--- config.mk ---
export PLATFORM = sky130hd
export DESIGN_NAME = usart_fifo_gen_flat
export DESIGN_NICKNAME = d
export VERILOG_FILES = /design/src/rtl/usart_fifo_pkg.sv /design/src/rtl/usart_fifo_gen_if.sv /design/src/rtl/usart_fifo_ctrl.sv /design/src/rtl/usart_fifo_gen.sv /design/src/flat_wrapper.sv
export SDC_FILE = /design/constraint.sdc
export NUM_CORES = 1
export LEC_CHECK = 0
export ABC_AREA = 0
export CAP_MARGIN = 10
export CORE_MARGIN = 3
export CORE_UTILIZATION = 48
export CTS_CLUSTER_DIAMETER = 120
export DETAILED_ROUTE_END_ITERATION = 7
export PLACE_DENSITY = 0.84
export REMOVE_ABC_BUFFERS = 1
export SYNTH_ARGS = -nofsm -noshare
export SYNTH_HDL_FRONTEND = slang
export SYNTH_SLANG_ARGS = --single-unit
--- constraint.sdc ---
create_clock -name cp2 -period 6.1 [get_ports cp2]
set_input_delay 0.61 -clock cp2 [delete_from_list [all_inputs] [get_ports cp2]]
set_output_delay 0.61 -clock cp2 [all_outputs]
set_load 0.05 [all_outputs]
--- src/rtl/usart_fifo_pkg.sv ---
// Shared constants and helpers for the generic USART FIFO (usart_fifo_gen).
// Build option: define USART_FIFO_OVR_EN to include the sticky overrun flag.
package usart_fifo_pkg;

  function automatic int fn_clog2(input int value);
    int r;
    r = 0;
    for (int v = 1; v < value; v = v * 2) r++;
    return r;
  endfunction

  // Width needed to hold 0..depth inclusive.
  function automatic int fn_cw(input int depth);
    return fn_clog2(depth + 1);
  endfunction

  // Index width, never narrower than one bit so DEPTH=1 still has a legal vector.
  function automatic int fn_iw(input int depth);
    return (fn_clog2(depth) < 1) ? 1 : fn_clog2(depth);
  endfunction

  localparam int RX_DEPTH = 3;
  localparam int RX_WIDTH = 9;
  localparam int RX_CW    = fn_cw(RX_DEPTH);
  localparam int TX_DEPTH = 2;
  localparam int TX_WIDTH = 9;
  localparam int TX_CW    = fn_cw(TX_DEPTH);

endpackage

--- src/rtl/usart_fifo_gen_if.sv ---
// Bus between a USART shift register / UDR side and one usart_fifo_gen instance.
// Build option: ovr/ovr_clr are only meaningful with USART_FIFO_OVR_EN defined.
interface usart_fifo_gen_if #(
  parameter int WIDTH = 9,
  parameter int CW    = 2
);
  // Handshake: a write is taken on a clock edge where we=1 and the FIFO is not
  // full (or a read is taken in the same cycle); a read is taken where re=1 and
  // the FIFO is not empty. Requests that are not taken are simply dropped.
  logic             flush;
  logic [WIDTH-1:0] din;
  logic             we;
  logic             re;
  logic [WIDTH-1:0] dout;
  logic             full;
  logic             empty;
  logic             almost_full;
  logic             almost_empty;
  logic [CW-1:0]    count;
  logic             ovr;
  logic             ovr_clr;

  modport master (
    output flush, din, we, re, ovr_clr,
    input  dout, full, empty, almost_full, almost_empty, count, ovr
  );

  modport slave (
    input  flush, din, we, re, ovr_clr,
    output dout, full, empty, almost_full, almost_empty, count, ovr
  );
endinterface

--- src/rtl/usart_fifo_ctrl.sv ---
// Memory-free index, occupancy and status logic for usart_fifo_gen.
// Build option: none here; USART_FIFO_OVR_EN is handled in the top.
module usart_fifo_ctrl
  import usart_fifo_pkg::*;
#(
  parameter int DEPTH    = 2,
  parameter int AF_LEVEL = DEPTH - 1,
  parameter int AE_LEVEL = 0,
  localparam int CW      = fn_cw(DEPTH),
  localparam int IW      = fn_iw(DEPTH)
) (
  input  logic          cp2,
  input  logic          ireset,
  input  logic          flush,
  input  logic          we,
  input  logic          re,
  output logic          we_ok,
  output logic          re_ok,
  output logic [IW-1:0] wr_idx,
  output logic [IW-1:0] rd_idx,
  output logic [CW-1:0] count,
  output logic          full,
  output logic          empty,
  output logic          almost_full,
  output logic          almost_empty
);

  // Wrap at DEPTH-1 explicitly so non power-of-two depths work.
  function automatic logic [IW-1:0] next_idx(input logic [IW-1:0] idx);
    return (idx == IW'(DEPTH - 1)) ? '0 : idx + IW'(1);
  endfunction

  always_comb begin
    full         = (count == CW'(DEPTH));
    empty        = (count == '0);
    almost_full  = (count >= CW'(AF_LEVEL));
    almost_empty = (count <= CW'(AE_LEVEL));
    re_ok        = re & ~empty;
    we_ok        = we & (~full | re_ok);
  end

  always_ff @(posedge cp2) begin
    if (ireset || flush) begin
      wr_idx <= '0;
      rd_idx <= '0;
      count  <= '0;
    end else begin
      if (we_ok) wr_idx <= next_idx(wr_idx);
      if (re_ok) rd_idx <= next_idx(rd_idx);
      case ({we_ok, re_ok})
        2'b10:   count <= count + CW'(1);
        2'b01:   count <= count - CW'(1);
        default: count <= count;
      endcase
    end
  end

endmodule

--- src/rtl/usart_fifo_gen.sv ---
// Generic-depth show-ahead FIFO for one USART direction (storage + output stage).
// Build option: define USART_FIFO_OVR_EN to synthesise the sticky overrun flag.
module usart_fifo_gen
  import usart_fifo_pkg::*;
#(
  parameter int DEPTH    = 2,
  parameter int WIDTH    = 9,
  parameter int AF_LEVEL = DEPTH - 1,
  parameter int AE_LEVEL = 0,
  parameter int SYNC_OUT = 0
) (
  input  logic           cp2,
  input  logic           ireset,
  usart_fifo_gen_if.slave bus
);

  localparam int CW = fn_cw(DEPTH);
  localparam int IW = fn_iw(DEPTH);

  logic [WIDTH-1:0] mem [DEPTH];
  logic             we_ok, re_ok;
  logic [IW-1:0]    wr_idx, rd_idx;
  logic [CW-1:0]    count;
  logic             full, empty, almost_full, almost_empty;
  logic [WIDTH-1:0] dout_int;
  logic             ovr_int;

  usart_fifo_ctrl #(
    .DEPTH   (DEPTH),
    .AF_LEVEL(AF_LEVEL),
    .AE_LEVEL(AE_LEVEL)
  ) u_ctrl (
    .cp2         (cp2),
    .ireset      (ireset),
    .flush       (bus.flush),
    .we          (bus.we),
    .re          (bus.re),
    .we_ok       (we_ok),
    .re_ok       (re_ok),
    .wr_idx      (wr_idx),
    .rd_idx      (rd_idx),
    .count       (count),
    .full        (full),
    .empty       (empty),
    .almost_full (almost_full),
    .almost_empty(almost_empty)
  );

  always_ff @(posedge cp2) begin
    if (we_ok) mem[wr_idx] <= bus.din;
  end

  // Memory is never reset, so dout reads as zero while nothing is stored.
  assign dout_int = empty ? '0 : mem[rd_idx];

`ifdef USART_FIFO_OVR_EN
  logic ovr_q;
  always_ff @(posedge cp2) begin
    if (ireset)                ovr_q <= 1'b0;
    else if (bus.we && !we_ok) ovr_q <= 1'b1;
    else if (bus.ovr_clr)      ovr_q <= 1'b0;
  end
  assign ovr_int = ovr_q;
`else
  logic unused_ovr_clr;
  assign unused_ovr_clr = bus.ovr_clr;
  assign ovr_int        = 1'b0;
`endif

  assign bus.count = count;

  generate
    if (SYNC_OUT != 0) begin : g_sync
      logic [WIDTH-1:0] dout_q;
      logic             full_q, empty_q, af_q, ae_q, ovr_q2;
      always_ff @(posedge cp2) begin
        if (ireset) begin
          dout_q  <= '0;
          full_q  <= 1'b0;
          empty_q <= 1'b1;
          af_q    <= 1'b0;
          ae_q    <= 1'b1;
          ovr_q2  <= 1'b0;
        end else begin
          dout_q  <= dout_int;
          full_q  <= full;
          empty_q <= empty;
          af_q    <= almost_full;
          ae_q    <= almost_empty;
          ovr_q2  <= ovr_int;
        end
      end
      assign bus.dout         = dout_q;
      assign bus.full         = full_q;
      assign bus.empty        = empty_q;
      assign bus.almost_full  = af_q;
      assign bus.almost_empty = ae_q;
      assign bus.ovr          = ovr_q2;
    end else begin : g_comb
      assign bus.dout         = dout_int;
      assign bus.full         = full;
      assign bus.empty        = empty;
      assign bus.almost_full  = almost_full;
      assign bus.almost_empty = almost_empty;
      assign bus.ovr          = ovr_int;
    end
  endgenerate

endmodule

--- src/flat_wrapper.sv ---
// flat-port wrapper written by rule: the top's interface ports become plain ports
module usart_fifo_gen_flat import usart_fifo_pkg::*;
#(
  parameter int DEPTH    = 2,
  parameter int WIDTH    = 9,
  parameter int AF_LEVEL = DEPTH - 1,
  parameter int AE_LEVEL = 0,
  parameter int SYNC_OUT = 0
)
  (cp2, ireset, bus_flush, bus_din, bus_we, bus_re, bus_ovr_clr, bus_dout, bus_full, bus_empty, bus_almost_full, bus_almost_empty, bus_count, bus_ovr);
  usart_fifo_gen_if #(.WIDTH(WIDTH), .CW(2)) bus_i ();
  input  logic cp2;
  input  logic ireset;
  input wire logic [$bits(bus_i.flush)-1:0] bus_flush;
  input wire logic [$bits(bus_i.din)-1:0] bus_din;
  input wire logic [$bits(bus_i.we)-1:0] bus_we;
  input wire logic [$bits(bus_i.re)-1:0] bus_re;
  input wire logic [$bits(bus_i.ovr_clr)-1:0] bus_ovr_clr;
  output wire logic [$bits(bus_i.dout)-1:0] bus_dout;
  output wire logic [$bits(bus_i.full)-1:0] bus_full;
  output wire logic [$bits(bus_i.empty)-1:0] bus_empty;
  output wire logic [$bits(bus_i.almost_full)-1:0] bus_almost_full;
  output wire logic [$bits(bus_i.almost_empty)-1:0] bus_almost_empty;
  output wire logic [$bits(bus_i.count)-1:0] bus_count;
  output wire logic [$bits(bus_i.ovr)-1:0] bus_ovr;
  assign bus_i.flush = bus_flush;
  assign bus_i.din = bus_din;
  assign bus_i.we = bus_we;
  assign bus_i.re = bus_re;
  assign bus_i.ovr_clr = bus_ovr_clr;
  assign bus_dout = bus_i.dout;
  assign bus_full = bus_i.full;
  assign bus_empty = bus_i.empty;
  assign bus_almost_full = bus_i.almost_full;
  assign bus_almost_empty = bus_i.almost_empty;
  assign bus_count = bus_i.count;
  assign bus_ovr = bus_i.ovr;
  usart_fifo_gen #(.DEPTH(DEPTH), .WIDTH(WIDTH), .AF_LEVEL(AF_LEVEL), .AE_LEVEL(AE_LEVEL), .SYNC_OUT(SYNC_OUT)) u_core (.cp2(cp2), .ireset(ireset), .bus(bus_i));
endmodule
==> impl_metrics.tcl <==
set metrics [dict create \
    status "finished clean" \
    start_util_pct 54.3 \
    cts_buffers 3 \
    netlist_area_um2 998 \
    drv_slew 0 \
    fin_area_um2 1310 \
    grt_use_met2_pct 22.9 \
    cp-end-kind "output pin" \
    maxCapViolCount 0 \
    core-area_um2 1840 \
    post_cts_resized 0 \
    cts_tree "built" \
    tns_ns 0 \
    critPathRequiredTime_ns 5.49 \
    finalCritPeriodShare_pct 45.1 \
    die_w_um 51.6 \
    avgSynthCellArea_um2 13.5 \
    clk_latency_ns 0.30 \
    seq_area_um2 641 \
    die-area_um2 2660 \
    max_slew.worst_pin.slew_ns 0.826 \
    vias 618 \
    post-route-min-period_ns 2.75 \
    first_pass_iters 4 \
    multi_input_area_um2 312 \
    cts_sinks 23 \
    port_buffers 28 \
    timing_hold_violations_final 0 \
    ys_warn_count 0 \
    grtUsageTotal_pct 13.3 \
    grt_overflow 0 \
    worstHoldPathCells 2 \
    met3_usage_pct 3.72 \
    skew_ns 0.00829 \
    p_leak_nw 0.464 \
    path_max_fanout 12 \
    finalWirelength_um 1670 \
    place_hpwl_um 1250 \
    post_cts_hold_buffer_count 0 \
    power-per-cell-area_nw_per_um2 248 \
    rsz0062_at_grt "false" \
    ff2ff_path_depth 5 \
    slowest_stage "clkdlybuf4s50_1" \
    htree_levels 1 \
    clk_pin_slew_ns 0.12 \
    diodes 0 \
    nNetsFinal 121 \
    ys_seq_area_share_pct 64.2 \
    setup_viol 0 \
    drc 0 \
    drive_gt1_share_pct 6.86 \
    slew_headroom_pct 44.8 \
    min_path_type "flip-flop to flip-flop" \
    antenna_found_initial 0 \
    ant_nets 0 \
    grt_max_degree 13 \
    synth-seq-cells 23 \
    busiest_layer "met2" \
    fillers 143 \
    arrival_ns 2.14 \
    use_met1_pct 16.1 \
    fmax_ghz 0.363 \
    grt_pass1_vias 589 \
    areaGrowthSynthToFinish_pct 30.7 \
    io_pins 31 \
    peakVddDrop_v 0.000158 \
    ys_types 25 \
    cts_buffer_depth 2 \
    post-cts-setup-buffer-count 0 \
    place_area_um2 1280 \
    drt_iter0_drc 6 \
    rows 15 \
    wl_per_cell_um 13.1 \
    worst-setup-path-type "flip-flop to output pin" \
    die_h_um 51.6 \
    grt_first_pass_wirelength_um 2580 \
    crit_path_max_incr_delay_ns 0.82 \
    netlist_instances 74 \
    cts_root_buf "clkbuf_4" \
    via_per_inst 4.87 \
    start_kind "flip-flop" \
    path_cells "inv_1 -> ha_1 -> nor2_1 -> clkdlybuf4s50_1" \
    place_congestion 0.843 \
]
==> critical path: cells and delay by family (launching register included) <==
| family | cells | cell delay [ns] |
|---|---|---|
| buf+inv | 2 | 0.92 |
| flops | 1 | 0.39 |
| fa+ha+maj | 1 | 0.34 |
| simple gates | 1 | 0.18 |
==> placed cells by master (no fill, tap or decap), drive strengths merged <==
cell type	synthesis	final
a21boi	1	1
ha	3	3
nor2b	1	1
edfxtp	18	18
nor2	10	10
clkbuf	0	4
dfxtp	5	5
nand3	2	2
xor2	1	1
nand2b	1	1
xnor2	1	1
clkdlybuf4s50	0	28
o21ai	2	2
a21oi	2	2
nor3	3	3
or2	1	1
and2	1	1
o211a	1	1
nand2	2	2
mux2i	10	10
inv	4	4
conb	1	1
==> cell type report <==
cell class | instances | share of cell area, %
flip-flops and latches | 23 | 49.1
well taps | 25 | 2.40
clock buffers | 4 | 2.01
multi-input cells | 43 | 23.9
inverters | 4 | 1.15
repair buffers | 28 | 21.5
==> worst paths after layout <==
kind	from	end	slack, ns
worst min register to register	u_core.u_ctrl.count[0]	u_core.u_ctrl.count[0]	0.49
worst min-delay path	u_core.u_ctrl.count[0]	u_core.u_ctrl.count[0]	0.49
worst max-delay path	u_core.u_ctrl.count[1]	bus_dout[3]	3.35
worst max register to register	u_core.u_ctrl.count[1]	u_core.mem[0][2]	3.77
==> power by group <==
part           internal, mW  switching [mW]  total (mW)  leakage [nW]
combinational        0.0288          0.0482      0.0770         0.240
clock                0.0254          0.0405      0.0660        0.0150
sequential            0.177         0.00326       0.181         0.209
==> synth_stat cells, drive strengths merged <==
library cell  number  share of area, %
nor2              10               3.8
buf                4               3.1
nand3              2               1.0
mux2i             10                10
xnor2              1              0.88
xor2               1              0.88
inv                4               1.5
dfxtp              5                10
or2                1              0.63
a21oi              2               1.4
nand2              2              0.75
o211a              1               1.0
ha                 3               3.8
conb               1              0.38
a21boi             1               1.1
nand2b             1               1.4
edfxtp            18                54
o21ai              2               1.0
nor2b              1              0.63
and2               1              0.63
nor3               3               2.0
==> metal layers <==
metal,routed length (um),share of wire (%)
met2,805,48
met4,12,0.72
met5,0,0
met1,729,44
met3,118,7.1
==> cells by family (layout without fill, tap and decap cells) <==
group | Yosys count | in the layout | synth area share, %
flip-flops | 23 | 23 | 64.2
AND/OR/NAND/NOR | 21 | 21 | 10.8
multiplexers | 10 | 10 | 10.0
buffers and inverters | 8 | 36 | 4.64
AO/OA/AOI/OAI | 6 | 6 | 4.51
adder cells (fa/ha/maj) | 3 | 3 | 3.76
XOR/XNOR | 2 | 2 | 1.75
other | 1 | 1 | 0.376
==> flip-flops by register name, summed over array words and instances, names as in the netlist, named ones only <==
register,flops
u_core.mem,18
u_core.u_ctrl.rd_idx,1
u_core.u_ctrl.count,2
u_core.u_ctrl.wr_idx,1
==> per-stage QoR <==
stage               utilization (%)  worst slack (ns)  std cells  hold WS, ns  power (mW)
floorplan                         -              3.17         70        0.520       0.232
global placement               69.5              3.67        123        0.459       0.259
detailed placement             69.5              3.60        123        0.471       0.262
CTS                            71.0              3.34        127        0.492       0.326
global route                   71.0              3.21        127        0.520       0.339
finish                         71.0              3.35        127        0.488       0.324
(Power assumes the default switching activity.)
